==> config.mk <==
export PLATFORM = sky130hd
export DESIGN_NAME = vram_loader
export DESIGN_NICKNAME = d
export VERILOG_FILES = /design/src/rtl/vram_loader.sv
export SDC_FILE = /design/constraint.sdc
export NUM_CORES = 1
export LEC_CHECK = 0
export CORE_ASPECT_RATIO = 0.75
export CORE_MARGIN = 5
export CORE_UTILIZATION = 41
export DETAILED_ROUTE_END_ITERATION = 8
export GPL_TIMING_DRIVEN = 0
export PLACE_DENSITY = 0.73
export SLEW_MARGIN = 40
export SYNTH_ARGS = -nofsm -noshare
export SYNTH_HDL_FRONTEND = slang
export SYNTH_SLANG_ARGS = --single-unit
export TNS_END_PERCENT = 100
==> constraint.sdc <==
create_clock -name write_clk -period 1.9 [get_ports write_clk]
set_input_delay 0.38 -clock write_clk [delete_from_list [all_inputs] [get_ports write_clk]]
set_output_delay 0.38 -clock write_clk [all_outputs]
set_load 0.005 [all_outputs]
==> src/rtl/vram_loader.sv <==
// Copies a DEPTH-word synchronous ROM into VRAM, one word per write_clk cycle.
// Optional XOR checksum of each completed frame: define VRAM_LOADER_CHECKSUM_EN.
module vram_loader #(
  parameter int unsigned ADDR_W = 10,
  parameter int unsigned DATA_W = 16
) (
  input  logic              write_clk,
  input  logic              rst,
  input  logic              start,
  input  logic              continuous,
  output logic              busy,
  output logic              done,
  output logic [ADDR_W-1:0] rom_ad,
  input  logic [DATA_W-1:0] rom_data,
  output logic              vram_ce,
  output logic [ADDR_W-1:0] vram_ad,
  output logic [DATA_W-1:0] vram_data,
  output logic [7:0]        frame_count,
  output logic [DATA_W-1:0] checksum
);

  typedef enum logic [1:0] {IDLE, LOAD, DRAIN, DONE} state_t;

  localparam logic [ADDR_W-1:0] LAST_AD = '1;

  state_t              state_q, state_d;
  logic [ADDR_W-1:0]   cnt_q, cnt_d;
  logic                rd_vld_q, rd_vld_d;
  logic [ADDR_W-1:0]   rd_ad_q, rd_ad_d;
  logic                vram_ce_q, vram_ce_d;
  logic [ADDR_W-1:0]   vram_ad_q, vram_ad_d;
  logic [DATA_W-1:0]   vram_data_q, vram_data_d;
  logic [7:0]          frame_count_q, frame_count_d;

  always_ff @(posedge write_clk or negedge rst) begin
    if (!rst) begin
      state_q       <= IDLE;
      cnt_q         <= '0;
      rd_vld_q      <= 1'b0;
      rd_ad_q       <= '0;
      vram_ce_q     <= 1'b0;
      vram_ad_q     <= '0;
      vram_data_q   <= '0;
      frame_count_q <= '0;
    end else begin
      state_q       <= state_d;
      cnt_q         <= cnt_d;
      rd_vld_q      <= rd_vld_d;
      rd_ad_q       <= rd_ad_d;
      vram_ce_q     <= vram_ce_d;
      vram_ad_q     <= vram_ad_d;
      vram_data_q   <= vram_data_d;
      frame_count_q <= frame_count_d;
    end
  end

  // rd_vld/rd_ad mark the cycle in which rom_data answers a read; the write
  // stage registers that word, so a word lands in VRAM two edges after its rom_ad.
  always_comb begin
    state_d       = state_q;
    cnt_d         = cnt_q;
    rd_vld_d      = 1'b0;
    rd_ad_d       = cnt_q;
    vram_ce_d     = rd_vld_q;
    vram_ad_d     = rd_vld_q ? rd_ad_q : vram_ad_q;
    vram_data_d   = rd_vld_q ? rom_data : vram_data_q;
    frame_count_d = frame_count_q;
    unique case (state_q)
      IDLE: begin
        if (start) begin
          state_d = LOAD;
          cnt_d   = '0;
        end
      end
      LOAD: begin
        rd_vld_d = 1'b1;
        cnt_d    = cnt_q + ADDR_W'(1);
        if (cnt_q == LAST_AD) state_d = DRAIN;
      end
      DRAIN: begin
        if (vram_ce_q && vram_ad_q == LAST_AD) begin
          state_d       = DONE;
          frame_count_d = frame_count_q + 8'd1;
        end
      end
      DONE: begin
        if (start || continuous) begin
          state_d = LOAD;
          cnt_d   = '0;
        end
      end
      default: state_d = IDLE;
    endcase
  end

  assign busy        = (state_q == LOAD) || (state_q == DRAIN);
  assign done        = (state_q == DONE);
  assign rom_ad      = cnt_q;
  assign vram_ce     = vram_ce_q;
  assign vram_ad     = vram_ad_q;
  assign vram_data   = vram_data_q;
  assign frame_count = frame_count_q;

`ifdef VRAM_LOADER_CHECKSUM_EN
  logic [DATA_W-1:0] acc_q, acc_d;
  logic [DATA_W-1:0] checksum_q, checksum_d;

  always_ff @(posedge write_clk or negedge rst) begin
    if (!rst) begin
      acc_q      <= '0;
      checksum_q <= '0;
    end else begin
      acc_q      <= acc_d;
      checksum_q <= checksum_d;
    end
  end

  // The final word is still in the write stage on the DRAIN->DONE edge, so fold it in directly.
  always_comb begin
    acc_d      = acc_q;
    checksum_d = checksum_q;
    if (vram_ce_q) acc_d = acc_q ^ vram_data_q;
    if (state_q != LOAD && state_d == LOAD) acc_d = '0;
    if (state_q == DRAIN && state_d == DONE) checksum_d = acc_q ^ vram_data_q;
  end

  assign checksum = checksum_q;
`else
  assign checksum = '0;
`endif

endmodule

==> impl_results.md <==
- Period utilisation layout: between 90% and 100%
- Final Critical Period: about 1800 ps
- Clock Power Share: 47.4%
- Clock root cell: clkbuf_8
- Detail Placement HPWL: 3.99 mm
- Initial antenna violation count: 0
- GRT Overall Usage: 14.7%
- Nets: between 300 and 400
- Area growth syn-to-layout: 42.7%
- Clock Tree Buf Depth: 2
- Switching pwr: roughly 0.00053 W
- Final Cell Area: 3620 µm²
- Fillers: 488
- Critical path fanouts, max: 6
- Core area: around 6000 µm²
- Post-Synthesis Cell Area: ~2500 µm²
- Routed Antenna Nets: 0
- Final Slew Violations: 0
- Final setup viols: 0
- Vias after detailed routing: 1785
- CP required: 2110 ps
- Worst setup SP type: flip-flop
- Netlist cell types: 37
- Power Internal: approximately 0.0022 W
- # clock sinks: between 50 and 60
- Detailed Route WL: between 5 and 6 mm
- CTS tree: done
- Cells after Synth: about 190
- Routability Congestion: around 0.83
- RSZ-0062 raised after global routing: false
- Worst Tran Pin Value: about 500 ps
- Seq/Total Area, Yosys: a little under three fifths
- Total CTS buffers: 9
- CP Cell Sequence: buf_4 -> ha_1 -> nor2b_1 -> o21bai_2 -> o2111ai_1 -> mux2_2
- XOR/XNOR Fraction of Synth Area: between 2 and 2.5%
- Most frequent cells in the layout: 63 x clkdlybuf4s50_1, 58 x dfrtp_1, 28 x mux2_2
- F_max: 0.558 GHz
- Leakage power: between 1.5 and 2 nW
- Sw Share: 19.6%
- Antenna cells: 0
- DRT iter0 DRCs: 37
- Crit-path slowest cell: dfrtp_1
- Cell Area, Placed: 3370 µm²
- Simple-gate portion of the synthesized area: 8.77%
- Clk Latency, worst-skew pair: roughly 320 ps
- Clock slew at reported path FFs: 60 ps
- Yosys reg bits: between 50 and 60
- Pwr per Cell Area: 743 nW/µm²
- HP Class: reg -> reg
- Die area: slightly below 8000 µm²
- Vias per inst: 4.80
- Place WS: between 70 and 80 ps
- Mean Syn Cell Area: 13.2 µm²
- Status: finished clean
- Mux contribution to synthesized area: around an eighth
- IO buf count: 66
- Total of max-cap violations: 0
- Yosys warns: 0
- Commonest non-fill, non-tap cell in the layout: clkdlybuf4s50_1
- Vias in the first global route: ~1800
- Die extent in x: a little over 100 µm
- Reg power frac: 46.9%
- Largest family of logic cells by synthesized area: multiplexers
- Max rail drop VDD: ~0.51 mV
- Share of layout cells above drive strength 1: 24.8%
- Crit Path Class: reg -> reg
- Adder-Cell Fraction of Synth Area: 3.94%
- DRC errors left: 0
- Crit. End Element: flip-flop
- Worst Skew: roughly 4.7 ps
- Post-DR wirelength/cell: 14.5 µm
- Die height: 78.1 µm
- Combinational share of power: around 5.7%
- Crit path largest cell delay: ~400 ps
- Initial Util: between 40% and 50%
- Htree depth: 3
- Drt pass-1 iters: 4
- Final setup margin: 107 ps
- Worst EP arrival: ~2000 ps
- Final hold vios: 0
- Largest net degree at the start of global routing: 36
- Row count: 24
- Slew HR: about two thirds
- Remaining Overflow, GRT: 0
- Post-synthesis compound-gate area fraction: 7.49%
- I/O pin total: 83
- First-pass GRT wire length: 9.05 mm
[area by class of cell]
class / count / area [µm²] / share of cell area (%)
buffer: 22 / 155 / 4.28
tap: 78 / 97.6 / 2.69
timing repair buffer: 70 / 701 / 19.3
sequential: 58 / 1450 / 40.1
multi-input combinational: 123 / 970 / 26.8
clock buffer: 12 / 155 / 4.28
clock inverter: 4 / 73.8 / 2.04
inverter: 5 / 18.8 / 0.518
[routing by layer]
layer | routed length [µm] | track usage [%] | vias up
met3 | 468 | 6.47 | 2
li1 | - | - | 858
met2 | 2290 | 20.7 | 85
met5 | 0 | 0 | -
met1 | 2610 | 20.8 | 840
met4 | 18 | 3.36 | 0
[registers in the layout, summed over array words and instances, names as in the netlist]
signal	flops
frame_count	8
rd_ad_q	10
rd_vld_q	1
rom_ad	10
state_q	2
vram_ad	10
vram_ce	1
vram_data	16
[worst max-delay path, delay by kind of cell, from the launching register on]
family	cells	cell delay (ps)
compound gates	2	480
flops	1	400
mux	1	310
fa+ha+maj	1	200
buf+inv	1	150
simple gates	1	150
[what timing repair did]
| action | 4_1_cts | 5_1_grt |
|---|---|---|
| buffers inserted | 2 | 0 |
| resized for setup | 3 | 0 |
| hold endpoints to repair | 23 | 0 |
| hold buffers | 1 | 0 |
| setup endpoints to repair | 1 | 0 |
[logic make-up (layout without fill, tap and decap cells)]
group,count (synthesis),count (layout)
flops,58,58
simple gates,36,36
mux,30,30
buf+inv,27,113
compound gates,26,26
fa+ha+maj,8,8
xor+xnor,7,7
other cells,1,16
[path summary, 6_finish.rpt]
check                      startpoint             end  slack [ps]  cells past startpoint
setup / recovery           state_q[0]      state_q[1]         110                      6
hold / removal               rd_vld_q         vram_ce         370                      0
setup reg to reg           state_q[0]      state_q[1]         110                      6
hold reg to reg              rd_vld_q         vram_ce         370                      0
max in group asynchronous         rst      vram_ad[7]         930                      3
min in group asynchronous         rst  frame_count[2]         490                      2
[synth_stat cells, drive strengths merged]
cell type / number / area [µm²]
nor2b: 2 / 12.5
o21ba: 1 / 10.0
or3: 1 / 6.26
xnor2: 6 / 52.6
a2bb2oi: 1 / 8.76
dfrtp: 58 / 1450
xor2: 1 / 8.76
nand2: 9 / 33.8
mux2i: 2 / 20.0
and4: 2 / 20.0
o31ai: 11 / 82.6
nor3: 1 / 5.00
nor2: 1 / 3.75
nand3: 5 / 25.0
and3: 2 / 12.5
o21bai: 1 / 11.3
mux2: 28 / 315
conb: 1 / 3.75
ha: 8 / 100
clkbuf: 1 / 3.75
nand4: 8 / 56.3
buf: 21 / 151
a41oi: 2 / 17.5
a21boi: 1 / 7.51
or4: 1 / 7.51
o2111ai: 1 / 8.76
inv: 5 / 18.8
nor4: 2 / 27.5
a22o: 1 / 8.76
o21ai: 7 / 35.0
and2: 2 / 12.5
[stage by stage]
step	cells	setup TNS, ps	total power [W]	hold WS, ps	utilization, %
final	372	0	0.00269	373	61.2
after global routing	372	0	0.00280	388	61.2
after CTS	372	0	0.00273	373	61.2
after detailed placement	353	0	0.00144	303	57.0
after global placement	352	-78190	0.00143	355	56.7
after floorplan	208	0	0.00133	84.4	-
[power by group through the flow]
stage	combinational (W)	sequential, W	clock, W
floorplan	0.0000467	0.00129	0
global placement	0.000147	0.00128	0
detailed placement	0.000154	0.00128	0
CTS	0.000157	0.00126	0.00132
global route	0.000173	0.00126	0.00137
finish	0.000155	0.00126	0.00127
No activity file was read; power rests on OpenSTA's default activity.
